===== src/rtl/aes_round_ctrl.sv =====
// aes_round_ctrl: AES-128 round sequencer issuing one-cycle stage enables (INIT ARK, rounds 1..10).
// Optional macro AES_ROUND_CTRL_STALL_EN adds hold_i, which freezes sequencing outside IDLE.
// All outputs are registered copies of the current state decode, so they trail the state by one cycle.
module aes_round_ctrl #(
  parameter int NR        = 10,
  parameter int STAGE_LAT = 1
) (
  input  logic       clk,
  input  logic       rst_n,
`ifdef AES_ROUND_CTRL_STALL_EN
  input  logic       hold_i,
`endif
  input  logic       in_valid_i,
  output logic       in_ready_o,
  output logic       out_valid_o,
  input  logic       out_ready_i,
  output logic       sel_init_o,
  output logic       sub_en_o,
  output logic       shift_en_o,
  output logic       mix_en_o,
  output logic       ark_en_o,
  output logic       key_step_o,
  output logic [3:0] round_o,
  output logic [7:0] rcon_o,
  output logic       busy_o
);
  typedef enum logic [2:0] {IDLE, INIT, SUB, SHIFT, MIX, ARK, DONE} state_t;
  localparam logic [3:0] LAST_RND = 4'(NR);
  localparam logic [1:0] LAST_CNT = 2'(STAGE_LAT - 1);
  state_t     r_state;
  logic [1:0] r_cnt;
  logic [3:0] r_round;
  logic [7:0] r_rcon;
  logic       w_hold, w_run, w_first, w_last, w_acc, w_hs;
`ifdef AES_ROUND_CTRL_STALL_EN
  assign w_hold = hold_i;
`else
  assign w_hold = 1'b0;
`endif
  assign w_run   = !w_hold || r_state == IDLE;
  assign w_first = w_run && r_cnt == 2'd0;
  assign w_last  = r_cnt == LAST_CNT;
  assign w_acc   = in_valid_i && in_ready_o;
  assign w_hs    = out_valid_o && out_ready_i && w_run;
  // Sequencer state, stage counter, round/rcon tracking and registered Moore outputs.
  always_ff @(posedge clk or negedge rst_n) begin
    if (!rst_n) begin
      r_state     <= IDLE;
      r_cnt       <= 2'd0;
      r_round     <= 4'd0;
      r_rcon      <= 8'h00;
      in_ready_o  <= 1'b0;
      out_valid_o <= 1'b0;
      busy_o      <= 1'b0;
      sel_init_o  <= 1'b0;
      sub_en_o    <= 1'b0;
      shift_en_o  <= 1'b0;
      mix_en_o    <= 1'b0;
      ark_en_o    <= 1'b0;
      key_step_o  <= 1'b0;
      round_o     <= 4'd0;
      rcon_o      <= 8'h00;
    end else begin
      in_ready_o  <= r_state == IDLE && !w_acc;
      out_valid_o <= r_state == DONE && !w_hs;
      busy_o      <= r_state != IDLE;
      sel_init_o  <= w_first && r_state == INIT;
      ark_en_o    <= w_first && (r_state == INIT || r_state == ARK);
      sub_en_o    <= w_first && r_state == SUB;
      key_step_o  <= w_first && r_state == SUB;
      shift_en_o  <= w_first && r_state == SHIFT;
      mix_en_o    <= w_first && r_state == MIX;
      round_o     <= r_round;
      rcon_o      <= r_rcon;
      if (w_run) begin
        if (r_state inside {INIT, SUB, SHIFT, MIX, ARK})
          r_cnt <= w_last ? 2'd0 : r_cnt + 2'd1;
        case (r_state)
          IDLE:  if (w_acc) r_state <= INIT;
          INIT:  if (w_last) begin
                   r_state <= SUB;
                   r_round <= 4'd1;
                   r_rcon  <= 8'h01;
                 end
          SUB:   if (w_last) r_state <= SHIFT;
          SHIFT: if (w_last) r_state <= r_round == LAST_RND ? ARK : MIX;
          MIX:   if (w_last) r_state <= ARK;
          ARK:   if (w_last) begin
                   if (r_round == LAST_RND) r_state <= DONE;
                   else begin
                     r_state <= SUB;
                     r_round <= r_round + 4'd1;
                     r_rcon  <= {r_rcon[6:0], 1'b0} ^ (r_rcon[7] ? 8'h1b : 8'h00);
                   end
                 end
          DONE:  if (w_hs) begin
                   r_state <= IDLE;
                   r_round <= 4'd0;
                   r_rcon  <= 8'h00;
                 end
          default: r_state <= IDLE;
        endcase
      end
    end
  end
endmodule


===== config.mk =====
export PLATFORM = sky130hd
export DESIGN_NAME = aes_round_ctrl
export DESIGN_NICKNAME = d
export VERILOG_FILES = /design/src/rtl/aes_round_ctrl.sv
export SDC_FILE = /design/constraint.sdc
export NUM_CORES = 1
export LEC_CHECK = 0
export BUFFER_PORTS_ARGS = -buffer_cell sky130_fd_sc_hd__buf_2
export CAP_MARGIN = 5
export CORE_MARGIN = 10
export CORE_UTILIZATION = 30
export CTS_BUF_LIST = sky130_fd_sc_hd__clkbuf_16
export DETAILED_ROUTE_END_ITERATION = 10
export GPL_TIMING_DRIVEN = 0
export HOLD_SLACK_MARGIN = 0.15
export SLEW_MARGIN = 15
export SYNTH_ARGS = -nofsm -noshare
export SYNTH_HDL_FRONTEND = slang
export SYNTH_SLANG_ARGS = --single-unit

===== constraint.sdc =====
create_clock -name clk -period 4.8 [get_ports clk]
set_clock_uncertainty 0.05 [all_clocks]
set_input_delay 0.72 -clock clk [delete_from_list [all_inputs] [get_ports clk]]
set_output_delay 0.72 -clock clk [all_outputs]
set_load 0.02 [all_outputs]

==> results.sh <==
export IMPL_endpoint_kind="register"
export IMPL_max_clock_freq_mhz=540
export IMPL_dr_first_iter_drc_count=46
export IMPL_path_max_fanout=10
export IMPL_ff_latch_area_um2=926
export IMPL_io_buffers=24
export IMPL_areaGrowthSynthToFinish_pct=23.9
export IMPL_grt_total_usage_pct=7.62
export IMPL_synth_commonest_cells="37 x dfrtp_1, 8 x a22o_1, 7 x nand2_1"
export IMPL_ir_drop_mv=0.277
export IMPL_p_leak_nw=0.958
export IMPL_hold_class="register to register"
export IMPL_start_util_pct=31.7
export IMPL_finalMaxSlewViolations=0
export IMPL_pre_cts_ws_ps=2830
export IMPL_gp_congestion=0.840
export IMPL_power_mw=1.15
export IMPL_antenna_cells=0
export IMPL_clockBufferDepth=2
export IMPL_rsz0062_at_grt="no"
export IMPL_grt_max_degree=38
export IMPL_netlist_area_um2=1530
export IMPL_crit_path_start_kind="register"
export IMPL_vias=1019
export IMPL_arrival_ps=1970
export IMPL_cts_resized=0
export IMPL_crit_slowest_cell="a32oi_4"
export IMPL_antenna_found_initial=0
export IMPL_num_rows=25
export IMPL_ys_types=38
export IMPL_relSlewSlack_pct=47.1
export IMPL_fin_setup_tns_ps=0
export IMPL_netlist_instances=118
export IMPL_cts_setup_buffers=0
export IMPL_r2r_end="r_rcon[0]"
export IMPL_crit_chain="inv_1 -> ha_1 -> nand4b_2 -> a32oi_4 -> mux2_4"
export IMPL_drive_gt1_share_pct=26.8
export IMPL_worstSetupPathType="register to register"
export IMPL_cp_slowest_stage_delay_ps=450
export IMPL_ys_seq_area_share_pct=60.7
export IMPL_clock_latency_ps=280
export IMPL_critPathRequiredTime_ps=4910
export IMPL_die_h_um=91.3
export IMPL_cts_tree="yes"
export IMPL_core_area_um2=4820
export IMPL_die_width_um=91.3
export IMPL_ios=25
export IMPL_wirelength_um=3000
export IMPL_dr_pass1_iters=4
export IMPL_grt_pass1_vias=1108
export IMPL_hold_buffers=0
export IMPL_synth_top_cell_area_share_pct=60.7
export IMPL_remaining_drc_errors=0
export IMPL_yosysMostFrequentCell="dfrtp_1"
export IMPL_yosysTopAreaCell="dfrtp_1"
export IMPL_ys_ff_latch=37
export IMPL_critPathLaunch="r_round[0]"
export IMPL_worst_hold_startpoint="r_rcon[7]"
export IMPL_reg2reg_slack_ps=2950
export IMPL_syn_avg_cell_area_um2=12.9
export IMPL_critPathTopFamily="compound AO/OA/AOI/OAI gates"
export IMPL_fin_area_um2=1890
export IMPL_synth_edf_count=0
export IMPL_worstMarginPinSlew_ps=793
export IMPL_cts_sinks=37
export IMPL_setup_viol=0
export IMPL_crit_path_end="r_rcon[0]"
export IMPL_cts_root_buf="clkbuf_16"
export IMPL_numCtsBuffers=5
export IMPL_power_per_cell_area_nw_per_um2=611
export IMPL_placed_area_um2=1730
export IMPL_fill_cells=485
export IMPL_yosysWarnings=0
export IMPL_multiInputGateArea_um2=546
export IMPL_gr_total_overflow=0
export IMPL_final_antenna_net_count=0
export IMPL_r2r_start="r_round[0]"
export IMPL_grt_pass1_wl_um=5200
export IMPL_r2r_cells=5
export IMPL_synth_flop_cell="dfrtp_1"
export IMPL_status="complete, no violations"
export IMPL_viasPerCell=4.72
export IMPL_yosys_top_cells_area="dfrtp_1 61%, a22o_1 4.6%, ha_1 3.3%"
export IMPL_hold_violations=0
export IMPL_min_period_ps=1850
export IMPL_crit_cells=5
export IMPL_worst_path_buf_inv=1
export IMPL_clkTransAtPathRegs_ps=50
export IMPL_synth_async_sr_flop_share_pct=100
export IMPL_dieArea_um2=8340
export IMPL_fin_crit_sh_pct=38.6
export IMPL_synth_fp_nets=126
export IMPL_ctsHtreeMaxLevel=2
export IMPL_cap_violations=0
export IMPL_dp_hpwl_um=2110
export IMPL_final_nets=157
export IMPL_post_drt_wl_per_cell_um=13.9
export IMPL_timing_final_ws_setup_ps=2950
power breakdown:
| part | switching (mW) | internal [mW] |
|---|---|---|
| clock | 0.117 | 0.241 |
| sequential | 0.0499 | 0.386 |
| combinational | 0.224 | 0.137 |
| total | 0.391 | 0.764 |
per-stage QoR:
step,utilization [%],hold slack (ps),instances
floorplan,-,302,118
global placement,35.9,308,209
detailed placement,35.9,308,209
CTS,39.2,320,216
global route,39.2,335,216
finish,39.2,323,216
layer usage:
metal | vias up | GRT usage [%] | part of all wire, %
met3 | 8 | 3.79 | 8.6
li1 | 480 | - | -
met1 | 501 | 8.99 | 46
met4 | 0 | 3.39 | 2.1
met2 | 30 | 11.4 | 43
met5 | - | 0 | 0
logic make-up after synthesis:
| family | count (synthesis) | share of synthesized area, % |
|---|---|---|
| AO/OA/AOI/OAI | 28 | 14.9 |
| XOR/XNOR | 3 | 1.72 |
| adder cells (fa/ha/maj) | 4 | 3.28 |
| buffers and inverters | 12 | 3.53 |
| flip-flops | 37 | 60.7 |
| multiplexers | 4 | 3.20 |
| AND/OR/NAND/NOR | 30 | 12.6 |
cell usage in the layout, fill, tap and decap left out, types with 2 or more instances in the layout:
cell type / Yosys / layout
dfrtp_1: 37 / 37
buf_2: 1 / 25
a22o_1: 8 / 8
nand2_1: 7 / 7
inv_1: 5 / 5
clkbuf_16: 0 / 5
nor2_1: 4 / 4
o21ai_1: 4 / 4
ha_1: 4 / 4
clkbuf_1: 3 / 3
nor2b_1: 3 / 3
a21oi_1: 3 / 3
xor2_1: 3 / 3
nand3_1: 3 / 3
a211oi_1: 3 / 3
buf_4: 2 / 2
nand2b_1: 2 / 2
nor3b_1: 2 / 2
and4b_1: 2 / 2
mux2_1: 2 / 2
a31oi_1: 2 / 2
sequential cells by signal, summed over array words and instances (netlist names):
register,flops
round_o,4
ark_en_o,1
in_ready_o,1
shift_en_o,1
r_cnt,2
r_state,3
r_round,4
busy_o,1
key_step_o,1
sel_init_o,1
mix_en_o,1
out_valid_o,1
r_rcon,8
rcon_o,8
cell type report:
type	instances	share of cell area, %
inverter	5	0.993
multi-input combinational	69	28.9
sequential	37	49.0
clock buffer	5	6.62
clock inverter	2	1.85
buffer	7	1.85
tap	67	4.44
timing repair buffer	24	6.36
worst min-delay path by stage:
stage                 to  slack, ps  cells after the start
5_1_grt        rcon_o[7]        340                      0
2_1_floorplan  rcon_o[7]        300                      0
3_5_place_dp   rcon_o[7]        310                      0
4_1_cts        rcon_o[7]        320                      0
3_3_place_gp   rcon_o[7]        310                      0
6_report       rcon_o[7]        320                      0
(Power assumes the default switching activity.)
